File: src/rtl/fifo_sync_param.sv
// Parametrised synchronous FIFO for the UART TX/RX paths. Tracks occupancy
// with a separate counter, so all DEPTH entries are usable.
module fifo_sync_param #(
    parameter int WIDTH    = 8,
    parameter int DEPTH    = 8,
    parameter int AF_LEVEL = DEPTH - 2,
    parameter int AE_LEVEL = 1
) (
    input  logic                     clock,
    input  logic                     reset,
    input  logic                     flush,
    input  logic                     wr_en,
    input  logic [WIDTH-1:0]         data_in,
    input  logic                     rd_en,
    output logic [WIDTH-1:0]         data_out,
    output logic                     rd_valid,
    output logic                     empty,
    output logic                     full,
    output logic                     almost_empty,
    output logic                     almost_full,
    output logic [$clog2(DEPTH):0]   count,
    output logic                     overflow,
    output logic                     underflow
);

    localparam int AW = $clog2(DEPTH);
    localparam logic [AW:0] DEPTH_C    = (AW+1)'(DEPTH);
    localparam logic [AW:0] AF_THRESH  = (AW+1)'(AF_LEVEL);
    localparam logic [AW:0] AE_THRESH  = (AW+1)'(AE_LEVEL);

    logic [WIDTH-1:0] mem_q [DEPTH];

    logic [AW-1:0]    wrPtr_q, wrPtr_d;
    logic [AW-1:0]    rdPtr_q, rdPtr_d;
    logic [AW:0]      count_q, count_d;
    logic [WIDTH-1:0] dataOut_q, dataOut_d;
    logic             rdValid_q, rdValid_d;
    logic             overflow_q, overflow_d;
    logic             underflow_q, underflow_d;

    logic isEmpty;
    logic isFull;
    logic wrAcc;
    logic rdAcc;

    assign isEmpty = (count_q == '0);
    assign isFull  = (count_q == DEPTH_C);

    // A write into a full FIFO is allowed when a read frees a slot in the same
    // cycle; reads never fall through from a same-cycle write. Flush wins over both.
    assign rdAcc = rd_en && !isEmpty && !flush;
    assign wrAcc = wr_en && (!isFull || rd_en) && !flush;

    always_comb begin
        wrPtr_d     = wrPtr_q;
        rdPtr_d     = rdPtr_q;
        count_d     = count_q;
        dataOut_d   = dataOut_q;
        rdValid_d   = 1'b0;
        overflow_d  = overflow_q;
        underflow_d = underflow_q;

        if (flush) begin
            wrPtr_d     = '0;
            rdPtr_d     = '0;
            count_d     = '0;
            overflow_d  = 1'b0;
            underflow_d = 1'b0;
        end else begin
            if (wrAcc) begin
                wrPtr_d = wrPtr_q + AW'(1);
            end
            if (rdAcc) begin
                rdPtr_d   = rdPtr_q + AW'(1);
                dataOut_d = mem_q[rdPtr_q];
                rdValid_d = 1'b1;
            end
            case ({wrAcc, rdAcc})
                2'b10:   count_d = count_q + (AW+1)'(1);
                2'b01:   count_d = count_q - (AW+1)'(1);
                default: count_d = count_q;
            endcase
            if (wr_en && !wrAcc) begin
                overflow_d = 1'b1;
            end
            if (rd_en && !rdAcc) begin
                underflow_d = 1'b1;
            end
        end
    end

    always_ff @(posedge clock) begin
        if (!reset) begin
            wrPtr_q     <= '0;
            rdPtr_q     <= '0;
            count_q     <= '0;
            dataOut_q   <= '0;
            rdValid_q   <= 1'b0;
            overflow_q  <= 1'b0;
            underflow_q <= 1'b0;
        end else begin
            wrPtr_q     <= wrPtr_d;
            rdPtr_q     <= rdPtr_d;
            count_q     <= count_d;
            dataOut_q   <= dataOut_d;
            rdValid_q   <= rdValid_d;
            overflow_q  <= overflow_d;
            underflow_q <= underflow_d;
        end
    end

    // Storage has no reset; stale words are unreachable once the pointers clear.
    always_ff @(posedge clock) begin
        if (reset && wrAcc) begin
            mem_q[wrPtr_q] <= data_in;
        end
    end

    assign data_out     = dataOut_q;
    assign rd_valid     = rdValid_q;
    assign empty        = isEmpty;
    assign full         = isFull;
    assign almost_empty = (count_q <= AE_THRESH);
    assign almost_full  = (count_q >= AF_THRESH);
    assign count        = count_q;
    assign overflow     = overflow_q;
    assign underflow    = underflow_q;

endmodule
File: config.mk
export PLATFORM = sky130hd
export DESIGN_NAME = fifo_sync_param
export DESIGN_NICKNAME = d
export VERILOG_FILES = /design/src/rtl/fifo_sync_param.sv
export SDC_FILE = /design/constraint.sdc
export NUM_CORES = 1
export LEC_CHECK = 0
export CAP_MARGIN = 15
export CORE_UTILIZATION = 30
export DETAILED_ROUTE_END_ITERATION = 6
export PLACE_DENSITY = 0.49
export SYNTH_ARGS = -nofsm -noshare
export SYNTH_HDL_FRONTEND = slang
export SYNTH_SLANG_ARGS = --single-unit
File: constraint.sdc
create_clock -name clock -period 3.3 [get_ports clock]
set_input_delay 0.33 -clock clock [delete_from_list [all_inputs] [get_ports clock]]
set_output_delay 0.33 -clock clock [all_outputs]
set_load 0.02 [all_outputs]
==> results.ini <==
[clock_tree]
cts_tree = yes
root_buffer = clkbuf_16
clk_pin_slew_ns = 0.06
cts.sinks = 85
htree_levels = 3
ctsResizeCount = 0
hold_buffers = 0
cts_buffers = 9
insertion_delay_ns = 0.33
clockBufferDepth = 2
cts_setup_buffers = 0

[timing]
clock.fmax_mhz = 402
min_period_over_period_pct = 75.4
post-route-min-period_ns = 2.49
tns_ns = 0
skew_ns = 0.00577
fin_ws_ns = 0.810
timing.hold.ws_ns = 0.450
worstMarginPinSlew_ns = 0.547
slew_violations = 0
finalHoldViolCount = 0
rsz0062_at_grt = false
slew-limit-headroom_pct = 63.5
setup_viol = 0

[grt]
grt_pass1_wl_um = 10300
use_met1_pct = 17.3
grt.total_usage_pct = 12.3
use_met3_pct = 3.53
grt_pass1_vias = 1880
globalRouteOverflowTotal = 0
grt.met2_usage_pct = 17.7
antenna_found_initial = 0
grt-busiest-layer = met2
grt_max_degree = 27

[flow_run]
drv_cap = 0

[logic_synthesis]
synth_area_um2 = 3430
synthMuxAreaShare_pct = 10.8
ys.flop_type = edfxtp_1
synth_xor_area_share_pct = 1.79
synth_top_area_share_pct = 56.0
synthCells = 222
synth_edf_count = 64
ys_seq_area_share_pct = 68.3
async_flop_share_pct = 0
synth.distinct_cells = 37
ys_top_cells_by_area = edfxtp_1, dfxtp_1, mux2i_1
synth_seq_cells = 85
synth-adder-area-share_pct = 2.55
syn_avg_cell_area_um2 = 15.4
synth_most_common_cell = edfxtp_1
synth_commonest_cells = edfxtp_1, dfxtp_1, a21oi_1, mux2i_1, nor2_1
synth_nets = 242
synth-compound-area-share_pct = 6.90
yosys.area_share.simple_pct = 6.93
yosysWarnings = 0
synth_top_area_cell = edfxtp_1
synth_top_family_by_area = multiplexers

[die]
fp.dieW_um = 109
core_area_um2 = 11000
num_rows = 38
initial_utilization_pct = 31.2
die_area_um2 = 11900
die_h_um = 109
ioPinCount = 32

[final_layout]
nets = 286
fin_area_um2 = 4270
drive_above_1_share_pct = 15.9
antenna_cells = 0
fin_cells = 411
area_growth_syn_to_layout_pct = 24.4

[detailed_routing]
drt_first_pass_iters = 4
ant_nets = 0
drcViolationCount = 0
drtIter0Drc = 106
wl_per_cell_um = 16.0
viasPerCell = 4.63
via_count = 1904
drt_wl_total_um = 6560

[setup_path]
cp_data_arrival_time_ns = 2.16
cp-startpoint = count[0]
worstReg2RegStart = count[0]
worstPathCellList = inv_1 -> ha_1 -> nor3b_2 -> clkdlybuf4s50_1
critPathCaptureType = output pin
max_stage_delay_ns = 0.71
path_delay_family = buffers and inverters
start_kind = flop
critical_path.max_fanout = 7
crit_type = flop to output pin
cp_data_required_time_ns = 2.97
path_buf_inv = 2
crit_slowest_cell = clkdlybuf4s50_1

[place]
place_area_um2 = 3930
port_buffers = 31
dp_hpwl_um = 4320
place_ws_ns = 0.860
gp_congestion = 0.684
dpl.cell_count = 395

[power_and_ir_drop]
p_sw_share_pct = 19.5
p_leak_nw = 1.40
seqPwrFrac_pct = 48.1
comb_power_share_pct = 4.7
ir_drop_v = 0.000247
p_sw_uw = 472
internal_power_mw = 1.95
clkPwrFrac_pct = 47.2
p_per_area_nw_per_um2 = 568

[hold_path]
min_path_type = flop to flop
hold_start = underflow

[run_status]
status = finished clean

[through the flow]
step | total power, mW | util (%)
floorplan | 1.25 | -
global placement | 1.30 | 35.7
detailed placement | 1.30 | 35.7
CTS | 2.46 | 38.8
global route | 2.51 | 38.8
finish | 2.42 | 38.8
[flip-flops by register name (all words and copies together), names as in the netlist]
register	count
count	4
data_out	8
mem_q	64
overflow	1
rdPtr_q	3
rd_valid	1
underflow	1
wrPtr_q	3
[logic make-up (layout without fill, tap and decap cells)]
| kind of cell | Yosys count | after routing |
|---|---|---|
| mux | 27 | 27 |
| simple gates | 39 | 39 |
| compound gates | 42 | 42 |
| buf+inv | 15 | 64 |
| flops | 85 | 85 |
| fa+ha+maj | 7 | 7 |
| xor+xnor | 7 | 7 |
[tightest hold or removal path, cell delays in order, from the launching register on]
cell	delay, ns
dfxtp_1	0.31
inv_1	0.05
a21oi_1	0.05
[worst paths after layout]
check | depth (start not counted) | to | slack (ns)
max | 4 | empty | 0.81
min | 2 | underflow | 0.45
max reg2reg | 10 | count[3] | 0.88
min reg2reg | 2 | underflow | 0.45
[layer usage]
metal | part of all wire, % | wire [um] | up-vias
li1 | - | - | 927
met1 | 49 | 3220 | 921
met2 | 43 | 2830 | 49
met3 | 6.7 | 439 | 7
met4 | 1.2 | 80 | 0
met5 | 0 | 0 | -
[area by class of cell]
class | count | area, um2
Tap cell | 140 | 175
Multi-Input combinational cell | 122 | 993
Inverter | 6 | 22.5
Fill cell | 1047 | 6720
Clock inverter | 6 | 111
Sequential cell | 85 | 2340
Timing Repair Buffer | 42 | 393
Clock buffer | 10 | 229
[power by group through the flow]
stage	clock, mW	sequential, mW	combinational (mW)
6_report	1.14	1.17	0.113
5_1_grt	1.22	1.17	0.126
4_1_cts	1.18	1.17	0.116
3_5_place_dp	0	1.19	0.115
3_3_place_gp	0	1.19	0.115
2_1_floorplan	0	1.20	0.0508
[layout by cell type (no fill, tap or decap), types with 2 or more instances in the layout]
cell             Yosys  layout
mux4_2               8       8
bufinv_16            0       3
dfxtp_1             21      21
xor2_1               4       4
xnor2_1              3       3
inv_1                6       6
nand2b_1             6       6
mux2i_1             19      19
o22ai_1              8       8
nor2_1              16      16
clkbuf_16            0       9
buf_4                1      11
ha_1                 7       7
or3_4                2       2
nor3_1               3       3
a21oi_1             20      20
edfxtp_1            64      64
clkdlybuf4s50_1      0      31
o21ai_0             10      10
No activity file was read; power rests on OpenSTA's default activity.
